File: config.mk
export PLATFORM = sky130hd
export DESIGN_NAME = fwd_hazard_unit
export DESIGN_NICKNAME = d
export VERILOG_FILES = /design/src/rtl/fwd_hazard_unit.sv
export SDC_FILE = /design/constraint.sdc
export NUM_CORES = 1
export LEC_CHECK = 0
export ABC_AREA = 1
export ABC_CLOCK_PERIOD_IN_PS = 5300
export BUFFER_PORTS_ARGS = -buffer_cell sky130_fd_sc_hd__buf_2
export CAP_MARGIN = 20
export CORE_ASPECT_RATIO = 0.9
export CORE_UTILIZATION = 35
export CTS_BUF_LIST = sky130_fd_sc_hd__clkbuf_16
export CTS_CLUSTER_SIZE = 12
export DETAILED_ROUTE_END_ITERATION = 7
export PLACE_DENSITY = 0.58
export SYNTH_ARGS = -nofsm -noshare
export SYNTH_HDL_FRONTEND = slang
export SYNTH_SLANG_ARGS = --single-unit
File: constraint.sdc
create_clock -name clk_i -period 5.3 [get_ports clk_i]
set_clock_uncertainty 0.2 [all_clocks]
set_input_delay 1.06 -clock clk_i [delete_from_list [all_inputs] [get_ports clk_i]]
set_output_delay 1.06 -clock clk_i [all_outputs]
set_load 0.05 [all_outputs]
File: src/rtl/fwd_hazard_unit.sv
// Operand forwarding / load-use interlock tracking DEPTH in-flight writes issued from ID.
// Latency: fwd_sel_o/stall_o are combinational from slot state and ID inputs; slots advance each edge.
// Backpressure: stall_o holds ID and inserts a bubble; mem_hold_i freezes every slot and the stall counter.
module fwd_hazard_unit #(
  parameter int NSRC  = 2,
  parameter int RAW   = 5,
  parameter int DEPTH = 3,
  parameter int SELW  = $clog2(DEPTH + 1)
) (
  input  logic                 clk_i,
  input  logic                 rst_n_i,
  input  logic                 id_valid_i,
  input  logic [NSRC*RAW-1:0]  id_rs_i,
  input  logic [NSRC-1:0]      id_rs_used_i,
  input  logic [RAW-1:0]       id_rd_i,
  input  logic                 id_we_i,
  input  logic [SELW-1:0]      id_rdy_i,
  input  logic                 flush_i,
  input  logic                 mem_hold_i,
  output logic [NSRC*SELW-1:0] fwd_sel_o,
  output logic                 stall_o,
  output logic [31:0]          stall_cnt_o
);

  // Index 0 holds slot 1 (issued last cycle); index DEPTH-1 holds the retiring slot.
  logic [DEPTH-1:0] slot_vld_q;
  logic [RAW-1:0]   slot_rd_q  [DEPTH];
  logic [SELW-1:0]  slot_rdy_q [DEPTH];
  logic [31:0]      stall_cnt_q;

  logic [NSRC-1:0]      src_hit;
  logic [SELW-1:0]      src_k   [NSRC];
  logic [SELW-1:0]      src_rdy [NSRC];
  logic [NSRC-1:0]      stall_req;
  logic [NSRC*SELW-1:0] fwd_sel_c;
  logic                 stall_raw;
  logic [SELW-1:0]      rdy_norm;
  logic                 slot1_vld_d;
  logic [31:0]          stall_cnt_d;

  // Clamp the producer's ready slot into 1..DEPTH before it is stored.
  always_comb begin
    rdy_norm = id_rdy_i;
    if (id_rdy_i == '0) begin
      rdy_norm = SELW'(1);
    end else if (id_rdy_i > SELW'(DEPTH)) begin
      rdy_norm = SELW'(DEPTH);
    end
  end

  // Per source: find the youngest matching slot, then forward from it or request a stall.
  always_comb begin
    stall_req = '0;
    fwd_sel_c = '0;
    for (int i = 0; i < NSRC; i++) begin
      src_hit[i] = 1'b0;
      src_k[i]   = '0;
      src_rdy[i] = '0;
      // Scan oldest to youngest so the youngest match overwrites any older one.
      for (int k = DEPTH - 1; k >= 0; k--) begin
        if (id_valid_i && id_rs_used_i[i] && (id_rs_i[i*RAW +: RAW] != '0) &&
            slot_vld_q[k] && (slot_rd_q[k] == id_rs_i[i*RAW +: RAW])) begin
          src_hit[i] = 1'b1;
          src_k[i]   = SELW'(k + 1);
          src_rdy[i] = slot_rdy_q[k];
        end
      end
      if (src_hit[i]) begin
        if (src_k[i] >= src_rdy[i]) begin
          fwd_sel_c[i*SELW +: SELW] = src_k[i];
        end else begin
          stall_req[i] = 1'b1;
        end
      end
    end
  end

  // A flushed instruction never issues, so it can never be the one that stalls.
  assign stall_raw   = (|stall_req) && !flush_i;
  assign slot1_vld_d = id_valid_i && id_we_i && (id_rd_i != '0) && !stall_raw && !flush_i;
  assign stall_cnt_d = (stall_raw && (stall_cnt_q != 32'hFFFF_FFFF)) ? stall_cnt_q + 32'd1
                                                                     : stall_cnt_q;

  assign fwd_sel_o   = rst_n_i ? fwd_sel_c : '0;
  assign stall_o     = rst_n_i && stall_raw;
  assign stall_cnt_o = stall_cnt_q;

  // Advance the producer shift register and stall counter unless the pipeline is held.
  always_ff @(posedge clk_i) begin
    if (!rst_n_i) begin
      slot_vld_q  <= '0;
      stall_cnt_q <= '0;
      for (int k = 0; k < DEPTH; k++) begin
        slot_rd_q[k]  <= '0;
        slot_rdy_q[k] <= '0;
      end
    end else if (!mem_hold_i) begin
      for (int k = DEPTH - 1; k > 0; k--) begin
        slot_vld_q[k] <= slot_vld_q[k-1];
        slot_rd_q[k]  <= slot_rd_q[k-1];
        slot_rdy_q[k] <= slot_rdy_q[k-1];
      end
      slot_vld_q[0] <= slot1_vld_d;
      slot_rd_q[0]  <= id_rd_i;
      slot_rdy_q[0] <= rdy_norm;
      stall_cnt_q   <= stall_cnt_d;
    end
  end

endmodule

==> results by group <==
Synth
  • Seq/Total Area, Yosys: 34.3%
  • Main flop type after synthesis: dfxtp_1
  • Share of synthesized area spent on multiplexers: 0%
  • Largest family of logic cells by synthesized area: simple AND/OR/NAND/NOR gates
  • Simple-Gate Fraction of Synth Area: 39.3%
  • Post-synth ARST share: 0%
  • Top-area cell type share of the netlist area: 18.1%
  • Synth Area in Compound Gates: 8.55%
  • Adder-cell share of the synthesized area: 1.61%
  • Ranking of synthesized cells by area: dfxtp_1, edfxtp_1, nand2_1
  • Post-synthesis cell type count: 37
  • EDFF count, synth: 21
  • Xor/xnor share of the synthesized area: 2.03%
  • Post-Synthesis Cells: 598
  • Yosys reg bits: 56
  • Leading area contributor after synthesis: dfxtp_1
  • Yosys Warn Count: 0
  • Syn_area_per_cell: 6.49 µm²
  • Area of the mapped netlist: 3880 µm²
  • Net Count, Synth: 628

Detailed routing
  • Post-DR vias/cell: 4.86
  • Final ANT Viol Nets: 0
  • Routed WL: 10.1 mm
  • Initial DRC Count: 201
  • DR pass1 iterations: 7
  • WL/cell: 12.8 µm
  • Vias: 3832
  • DR DRC count: 1

Timing
  • Setup violations, final: 0
  • Setup TNS: 0 ns
  • Achievable Freq: 0.208 GHz
  • Slew Limit Fails: 0
  • Fin crit period: 4.81 ns
  • Min Hold Slack: 0.347 ns
  • Final Cycle Share: 90.8%
  • Relative slew slack: 34.0%
  • Worst-Margin Slew: 0.987 ns
  • Fin. Hold Viols: 0
  • RSZ-0062 raised after global routing: false

Cells and area
  • Layout area overhead: 14.1%
  • Commonest cells after routing, fill and taps aside: nand2_1, inv_1, nor2_1, buf_2, dfxtp_1
  • Commonest non-fill, non-tap cell in the layout: nand2_1
  • ANT cells: 0
  • Final Net Count: 685
  • Final core utilization: 40.9%
  • Share of cells above drive strength 1: 13.9%
  • Number of fill cells: 1160

Power and ir drop
  • Net Sw Frac: 26.3%
  • Clock power frac: 38.8%
  • Sequential share of power: 52.0%
  • Peak VDD IR: 0.000147 V
  • Logic gate share of total power: 9.3%
  • Leak pwr: 2.16 nW
  • Switching power: 0.236 mW
  • PwrDens: 203 nW/µm²
  • Power Internal: 0.663 mW

Job
  • Max-cap viol count: 0

Setup path
  • Worst R2R Setup Slack: 1.92 ns
  • Cell mode on critical path: nand2_1
  • Buffers & Inverters on Critical Path: 5
  • Startpoint Class: input port
  • Crit path cell chain: buf_2 > inv_1 > nand2_1 > nand2_1 > nand2_1 > nor2_1 > nand3_1 > a31oi_1 > nand2_1 > o211ai_1 > o21ai_0 > ha_1 > inv_1 > nor2_1 > a211oi_1 > nand2_1 > nand2_4 > inv_1 > nor3_1 > buf_2
  • WP data required: 4.04 ns
  • Critical path class: in2out
  • Arr. time, crit path: 3.55 ns
  • Worst Reg-to-Reg Cells: 20
  • Stages on worst setup path: 20
  • Worst Path Max Fanout: 4
  • Max stage delay on crit path: 0.29 ns
  • Worst path slowest cell: a31oi_1
  • CP top delay family: simple AND/OR/NAND/NOR gates
  • CP endpoint kind: output pin

Clock tree
  • TritonCTS Sinks: 56
  • Root buffer cell: clkbuf_16
  • CTS tree: done
  • Total setup buffers inserted after CTS: 0
  • Clock buffer depth: 2
  • # resized after CTS: 0
  • CTS hold repair buffers: 0
  • H-tree depth: 2
  • Clk slew on worst S/H paths: 0.08 ns
  • CTS buffer count: 5
  • Worst-Skew Late Latency: 0.31 ns

Floorplan
  • Rows: 36
  • I/O pin count: 62
  • Die X: 113 µm
  • Die H: 102 µm
  • Die ar.: 11500 µm²
  • Starting Density: 35.9%
  • Core ar.: 10800 µm²

Worst hold path
  • Hold path depth: 2
  • Min-Delay Path Class: reg2reg

GRT
  • First-pass GRT wire length: 16.6 mm
  • Total track usage: 18.5%
  • Largest net degree at the start of global routing: 27
  • Vias in the first global route: 3430
  • Grt total ovfl: 0
  • Initial antenna violation count: 0

Placed design
  • GPL Wtd Cong: 0.861
  • Port Buffer Count: 61
  • Post-DP HPWL: 7.81 mm

Run status
  • Failing checks: DRC
  • Status: complete, but fails checks
-- worst paths after layout --
| kind | to | from |
|---|---|---|
| worst max-delay path | stall_o | id_rs_i[4] |
| worst max register to register | stall_cnt_o[2] | slot_rd_q[0][14] |
| worst min-delay path | slot_vld_q[2] | slot_vld_q[2] |
| worst min register to register | slot_vld_q[2] | slot_vld_q[2] |
-- state kept, by name, indices dropped and copies added (netlist names) --
signal,count
stall_cnt_o,32
slot_rdy_q,6
slot_rd_q,15
slot_vld_q,3
-- through the flow --
| step | instance area, µm² | power, mW | instances | worst slack (ns) |
|---|---|---|---|---|
| global route | 4430 | 0.941 | 789 | 0.150 |
| global placement | 4280 | 0.560 | 781 | 0.575 |
| floorplan | 3880 | 0.528 | 598 | 0.106 |
| detailed placement | 4280 | 0.561 | 781 | 0.467 |
| finish | 4430 | 0.900 | 789 | 0.486 |
| CTS | 4430 | 0.911 | 789 | 0.460 |
-- kinds of logic (layout without fill, tap and decap cells) --
group / after synthesis / count (layout)
adder cells (fa/ha/maj): 5 / 5
buffers and inverters: 137 / 195
flip-flops: 56 / 56
AO/OA/AOI/OAI: 51 / 51
XOR/XNOR: 9 / 9
AND/OR/NAND/NOR: 340 / 340
-- synthesized netlist by cell type (4+ instances only) --
master      n
clkbuf_1    6
inv_1     120
nor2_2      4
o21ai_0     8
edfxtp_1   21
ha_1        5
xor2_1      9
o21bai_1   23
nand3_1    26
dfxtp_1    35
nor2_1    103
nand2_1   144
nand4_1    29
a21oi_1    11
nor3_1     15
-- area by class of cell --
cell class	count	area (µm²)	share of cell area (%)
clock buffers	5	125	2.83
repair buffers	63	320	7.24
flip-flops and latches	56	1330	30.1
well taps	133	166	3.76
clock inverters	3	21.3	0.480
multi-input cells	405	2000	45.1
inverters	124	465	10.5
-- tightest hold or removal path: stages (launching register included) --
cell and delay (ns):
dfxtp_1 0.30, inv_1 0.10, o22ai_1 0.10
-- metal layers --
metal	global-route usage, %	wire, µm
met1	25.9	4950
met3	4.51	502
met5	0	0
met2	29.1	4570
met4	3.74	66
-- power groups by stage --
stage | Clock [mW] | Sequential, mW | Combinational, mW
floorplan | 0 | 0.473 | 0.0546
global placement | 0 | 0.477 | 0.0830
detailed placement | 0 | 0.477 | 0.0834
CTS | 0.360 | 0.467 | 0.0837
global route | 0.378 | 0.469 | 0.0945
finish | 0.349 | 0.468 | 0.0834
(Power assumes the default switching activity.)
